--- src/rtl/aes_stream_pkg.sv ---
// Shared types and widths for the AES stream host.
package aes_stream_pkg;

    localparam int unsigned BLK_W  = 128;
    localparam int unsigned KEY_W  = 256;
    localparam int unsigned NBLK_W = 4;

    typedef enum logic [2:0] {
        StIdle,
        StKey0,
        StKey1,
        StLoad,
        StStart,
        StCollect,
        StDone,
        StErr
    } state_e;

endpackage

--- src/rtl/aes_hold_reg.sv ---
// Single-entry valid/ready holding register; accepts a new word in the same
// cycle the held one drains.
module aes_hold_reg
    import aes_stream_pkg::*;
#(
    parameter int unsigned W = BLK_W
) (
    input  logic         clk,
    input  logic         reset,
    input  logic [W-1:0] in_data,
    input  logic         in_valid,
    output logic         in_ready,
    output logic [W-1:0] out_data,
    output logic         out_valid,
    input  logic         out_ready
);

    logic         full_q;
    logic [W-1:0] data_q;

    assign in_ready  = !full_q || out_ready;
    assign out_valid = full_q;
    assign out_data  = data_q;

    always_ff @(posedge clk) begin
        if (reset) begin
            full_q <= 1'b0;
            data_q <= '0;
        end else if (in_valid && in_ready) begin
            full_q <= 1'b1;
            data_q <= in_data;
        end else if (out_ready && full_q) begin
            full_q <= 1'b0;
        end
    end

endmodule

--- src/rtl/aes_stream_host.sv ---
// Job sequencer feeding a pipelined AES core: key beats, data beats, start strobe,
// then result collection into a downstream stream, guarded by a watchdog.
module aes_stream_host
    import aes_stream_pkg::*;
#(
    parameter int unsigned TIMEOUT  = 4096,
    parameter int unsigned MAX_NBLK = 15
) (
    input  logic              clk,
    input  logic              reset,
    input  logic [KEY_W-1:0]  cfg_key,
    input  logic [NBLK_W-1:0] cfg_nblk,
    input  logic              cfg_go,
    output logic              busy,
    output logic              done,
    output logic              err,
    input  logic [BLK_W-1:0]  src_data,
    input  logic              src_valid,
    output logic              src_ready,
    output logic [BLK_W-1:0]  core_in_data,
    output logic              core_in_valid,
    input  logic              core_ready_for_inp,
    output logic              core_start,
    input  logic [BLK_W-1:0]  core_out_data,
    input  logic              core_out_valid,
    output logic              core_ready_to_out,
    output logic [BLK_W-1:0]  snk_data,
    output logic              snk_valid,
    input  logic              snk_ready
);

    localparam logic [15:0] WdLimit = 16'(TIMEOUT);

    state_e            state_q, state_d;
    logic [KEY_W-1:0]  key_q;
    logic [NBLK_W-1:0] nblk_q, tx_cnt_q, rx_cnt_q;
    logic              armed_q, armed_d;
    logic              cap_blk_q, cap_blk_d;
    logic [15:0]       wd_q, wd_d;

    logic             go_ok, have_beat, beat, load_beat, capture, sink_xfer, progress;
    logic             tx_in_ready, tx_full, rx_in_ready, rx_full, rx_drain;
    logic [BLK_W-1:0] tx_data, rx_data;

    assign go_ok = (state_q == StIdle) && cfg_go && (cfg_nblk != '0) &&
                   (32'(cfg_nblk) <= MAX_NBLK);

    assign src_ready = (state_q == StLoad) && !tx_full && tx_in_ready && (tx_cnt_q < nblk_q);

    assign have_beat = (state_q == StKey0) || (state_q == StKey1) ||
                       ((state_q == StLoad) && tx_full);
    assign beat      = have_beat && armed_q && core_ready_for_inp;
    assign load_beat = beat && (state_q == StLoad);

    always_comb begin
        core_in_data = '0;
        if (beat) begin
            unique case (state_q)
                StKey0:  core_in_data = key_q[KEY_W-1:BLK_W];
                StKey1:  core_in_data = key_q[BLK_W-1:0];
                default: core_in_data = tx_data;
            endcase
        end
    end

    assign core_in_valid     = beat;
    assign core_start        = (state_q == StStart);
    assign capture           = (state_q == StCollect) && core_out_valid && !cap_blk_q &&
                               rx_in_ready && (rx_cnt_q < nblk_q);
    assign core_ready_to_out = capture;
    // A stuck job must not keep handing results downstream.
    assign rx_drain          = snk_ready && (state_q != StErr);
    assign snk_valid         = rx_full && (state_q != StErr);
    assign snk_data          = rx_data;
    assign sink_xfer         = snk_valid && snk_ready;
    assign progress          = beat || core_start || capture || sink_xfer;

    assign busy = (state_q != StIdle);
    assign done = (state_q == StDone);
    assign err  = (state_q == StErr);

    aes_hold_reg #(.W(BLK_W)) u_tx (
        .clk       (clk),
        .reset     (reset),
        .in_data   (src_data),
        .in_valid  (src_valid && src_ready),
        .in_ready  (tx_in_ready),
        .out_data  (tx_data),
        .out_valid (tx_full),
        .out_ready (load_beat)
    );

    aes_hold_reg #(.W(BLK_W)) u_rx (
        .clk       (clk),
        .reset     (reset),
        .in_data   (core_out_data),
        .in_valid  (capture),
        .in_ready  (rx_in_ready),
        .out_data  (rx_data),
        .out_valid (rx_full),
        .out_ready (rx_drain)
    );

    always_comb begin
        state_d = state_q;
        case (state_q)
            StIdle:    if (go_ok) state_d = StKey0;
            StKey0:    if (beat) state_d = StKey1;
            StKey1:    if (beat) state_d = StLoad;
            StLoad:    if (tx_cnt_q == nblk_q) state_d = StStart;
            StStart:   state_d = StCollect;
            StCollect: if ((rx_cnt_q == nblk_q) && !rx_full) state_d = StDone;
            StDone:    state_d = StIdle;
            default:   state_d = StErr;
        endcase
        if (busy && (state_q != StErr) && (wd_q >= WdLimit)) state_d = StErr;
    end

    // Re-arm needs the request to be seen low; the beat itself needs it high.
    always_comb begin
        armed_d   = beat ? 1'b0 : (!core_ready_for_inp ? 1'b1 : armed_q);
        cap_blk_d = capture ? 1'b1 : (!core_out_valid ? 1'b0 : cap_blk_q);
        wd_d      = wd_q;
        if ((state_q == StIdle) || progress) wd_d = '0;
        else if (wd_q != '1)                 wd_d = wd_q + 16'd1;
    end

    always_ff @(posedge clk) begin
        if (reset) begin
            state_q   <= StIdle;
            key_q     <= '0;
            nblk_q    <= '0;
            tx_cnt_q  <= '0;
            rx_cnt_q  <= '0;
            armed_q   <= 1'b1;
            cap_blk_q <= 1'b0;
            wd_q      <= '0;
        end else begin
            state_q   <= state_d;
            armed_q   <= armed_d;
            cap_blk_q <= cap_blk_d;
            wd_q      <= wd_d;
            if (go_ok) begin
                key_q    <= cfg_key;
                nblk_q   <= cfg_nblk;
                tx_cnt_q <= '0;
                rx_cnt_q <= '0;
            end else begin
                if (load_beat) tx_cnt_q <= tx_cnt_q + 4'd1;
                if (capture)   rx_cnt_q <= rx_cnt_q + 4'd1;
            end
        end
    end

endmodule

--- config.mk ---
export PLATFORM = sky130hd
export DESIGN_NAME = aes_stream_host
export DESIGN_NICKNAME = d
export VERILOG_FILES = /design/src/rtl/aes_stream_pkg.sv /design/src/rtl/aes_hold_reg.sv /design/src/rtl/aes_stream_host.sv
export SDC_FILE = /design/constraint.sdc
export NUM_CORES = 1
export LEC_CHECK = 0
export CAP_MARGIN = 20
export CORE_AREA = 10 10 300 302
export CTS_CLUSTER_DIAMETER = 40
export CTS_CLUSTER_SIZE = 40
export DETAILED_ROUTE_END_ITERATION = 6
export DIE_AREA = 0 0 310 312
export PLACE_DENSITY_LB_ADDON = 0.25
export SETUP_SLACK_MARGIN = 0.3
export SLEW_MARGIN = 20
export SYNTH_ARGS = -nofsm -noshare
export SYNTH_HDL_FRONTEND = slang
export SYNTH_HIERARCHICAL = 1
export SYNTH_SLANG_ARGS = --single-unit
--- constraint.sdc ---
create_clock -name clk -period 5.1 [get_ports clk]
set_clock_uncertainty 0.1 [all_clocks]
set_input_delay 1.53 -clock clk [delete_from_list [all_inputs] [get_ports clk]]
set_output_delay 1.53 -clock clk [all_outputs]
set_load 0.05 [all_outputs]
==> results.toml <==
[place]
numPlacedInstances = 4614
port-buffer-count = 786
globalplace.congestion = 0.827
place_hpwl_microns = 74900

[outcome]
status = "finished, final reports clean"

[timing]
max_slew_margin_pct = 26.3
hold_viol_final = 0
min_period_ns = 4.87
totalNegativeSetupSlack_ns = 0
finalMaxSlewViolations = 0
period_share_pct = 95.4
clock.fmax_mhz = 206
worst_pin_slew_ns = 1.11
finalSetupViolations = 0
rsz0062_at_grt = "true"
whs_ns = 0.352

[worst_setup_path]
required_ns = 3.47
cp-end-kind = "output port"
crit_path_start = "snk_ready"
crit_type = "in -> out"
cp_cell_sequence = "clkdlybuf4s50_1 -> and2_1 -> nand2b_4 -> nor4bb_4 -> and3_1 -> nand2_2 -> inv_8 -> buf_12"
cpMaxStageDelayCell = "clkdlybuf4s50_1"
start_kind = "input port"
r2r_cells = 9
arrival_ns = 3.24
cp_max_fo = 2
r2r_slack_ns = 1.64
cp-endpoint = "core_ready_to_out"
max_stage_delay_ns = 0.48
timing.rr.end = "u_tx/out_data[28]$_SDFFE_PP0P_"
rr_startpoint = "state_q[1]$_SDFFE_PP0P_"

[global_route]
track_usage_pct = 20.4
grt_antenna_before_repair = 52
grt_pass1_wl_microns = 152000
grt_max_degree = 241
busiest_layer = "met2"
use_met3_pct = 7.09
grt_use_met2_pct = 33.7
grt_use_met1_pct = 23.6
first_global_vias = 23200
grt-ovfl-total = 0

[pwr]
design_power_total_mw = 16.1
vdd_drop_max_mv = 0.314
powerDensity_nw_per_um2 = 417
p_leak_nw = 13.4

[floorplan]
io_pins = 787
die_area_sq_um = 96700
row_count = 107
core_sq_um = 84300
die_w_microns = 310
start_util_pct = 28.9
die_h_microns = 312

[final_layout]
n_fill_cell = 8165
drive_gt1_share_pct = 17.0
final_util_pct = 45.8
layoutNonFillerInstCount = 4849
final_cell_mix = "656 x nand2_1, 653 x clkdlybuf4s50_1, 547 x dfxtp_1, 524 x a21oi_1, 266 x nand3_1"
area_growth_pct = 58.3
layout_commonest_cell = "nand2_1"
fin_nets = 4177

[clock_network]
cts_tree = "yes"
cts_root_buf = "clkbuf_16"
hold_buffers = 0
clk_path_buf_depth = 3
cts_htree_levels = 3
clk_pin_slew_ns = 0.05
insertion_delay_ns = 0.65
clock_sinks = 547
numCtsBuffers = 105

[routing]
wl_microns = 107000
wire_per_inst_microns = 22.1
vias_per_cell = 4.98
drtIter0Drc = 1933
ant_nets = 0
firstDrtPassIters = 5
drc = 0
route.vias.total = 24100

[job]
cap_violations = 0

[synth]
synth_nets = 3505
synthFlopType = "dfxtp_1"
yosysUniqueCellTypes = 59
synth_area_leaders = "dfxtp_1 45%, a21oi_1 12%, nand2_1 10%, a21bo_1 7.4%, nand3_1 5.5%"
netlist_instances = 2970
synth.top_cell.area_share_pct = 44.9
synth_edf_count = 0
netlist_area_sq_um = 24400
synth_seq_area_share_pct = 44.9
synthArstFlopShare_pct = 0
ys_ff_latch = 547
yosys.area.top_type = "dfxtp_1"
ys_warn_count = 6
syn_area_per_cell_sq_um = 8.22

[worst_hold_path]
hold_path_class = "reg -> reg"
-- timing repair --
| item | 4_1_cts | 5_1_grt |
|---|---|---|
| buffers inserted | 1 | 4 |
| resized for setup | 67 | 29 |
| pin swaps | 1 | 3 |
| cloned | 0 | 6 |
| setup endpoints to repair | 126 | 129 |
-- sequential cells by signal, summed over array words and instances (netlist names) --
register,flops
u_rx/out_data,128
nblk_q,4
tx_cnt_q,4
wd_q,16
rx_cnt_q,4
key_q,256
u_tx/out_data,128
u_tx/out_valid,1
cap_blk_q,1
state_q,3
u_rx/out_valid,1
armed_q,1
-- power breakdown --
part           total, mW  switching, mW  internal [mW]
Clock               7.29           2.48           4.82
Sequential          4.95          0.233           4.72
Combinational       3.88           2.47           1.41
Total               16.1           5.18           10.9
-- metrics by stage --
| stage | setup slack, ns | area [sq um] |
|---|---|---|
| global placement | 0.0560 | 34300 |
| finish | 0.235 | 38600 |
| detailed placement | 0.0626 | 34300 |
| CTS | 0.206 | 38300 |
| floorplan | 0.305 | 24400 |
| global route | 0.147 | 38600 |
-- cells by family after synthesis --
kind of cell / share of synthesized area, %
adder cells (fa/ha/maj): 0.615
flip-flops: 44.9
multiplexers: 0.123
buffers and inverters: 6.43
XOR/XNOR: 0.538
AND/OR/NAND/NOR: 17.7
AO/OA/AOI/OAI: 29.7
-- synthesized netlist by cell type, types with 3 or more instances --
master / instances
and3_1: 3
o21ai_0: 7
buf_4: 17
nor2_1: 29
buf_6: 24
nand4_1: 10
clkbuf_1: 112
buf_1: 21
xor2_1: 9
nor2b_1: 6
a21bo_1: 180
o21a_1: 3
a22oi_1: 128
nand3_1: 266
xnor2_1: 6
ha_1: 12
a21oi_2: 60
buf_2: 123
dfxtp_1: 547
inv_1: 15
and2_1: 7
o31ai_1: 3
mux2i_1: 3
a21oi_1: 599
nor3_1: 5
nand2_1: 661
a21bo_2: 76
-- critical path, delay by kind of cell --
kind | cells | cell delay, ns
buf+inv | 3 | 0.75
simple gates | 5 | 0.93
-- cell type report --
type	count	area [sq um]	share of cell area, %
flip-flops and latches	547	11000	28.3
multi-input cells	2111	12200	31.7
diodes	28	70.1	0.181
inverters	15	63.8	0.165
clock inverters	64	866	2.24
well taps	1090	1360	3.53
clock buffers	132	2910	7.53
repair buffers	862	10200	26.3
-- worst min-delay path by stage --
stage | start | cells past startpoint | endpoint | slack, ns
finish | key_q[3]$_SDFFE_PP0P_ | 2 | key_q[3]$_SDFFE_PP0P_ | 0.35
global route | key_q[11]$_SDFFE_PP0P_ | 2 | key_q[11]$_SDFFE_PP0P_ | 0.37
CTS | key_q[71]$_SDFFE_PP0P_ | 2 | key_q[71]$_SDFFE_PP0P_ | 0.35
detailed placement | key_q[38]$_SDFFE_PP0P_ | 2 | key_q[38]$_SDFFE_PP0P_ | 0.35
global placement | key_q[65]$_SDFFE_PP0P_ | 2 | key_q[65]$_SDFFE_PP0P_ | 0.34
floorplan | key_q[0]$_SDFFE_PP0P_ | 2 | key_q[0]$_SDFFE_PP0P_ | 0.34
-- routing by layer --
layer	wire, microns	vias to the layer above
met5	255	-
met4	3710	38
met3	9780	201
met2	51000	830
met1	42300	11400
li1	-	11700
Power figures use the tool's default switching activity.
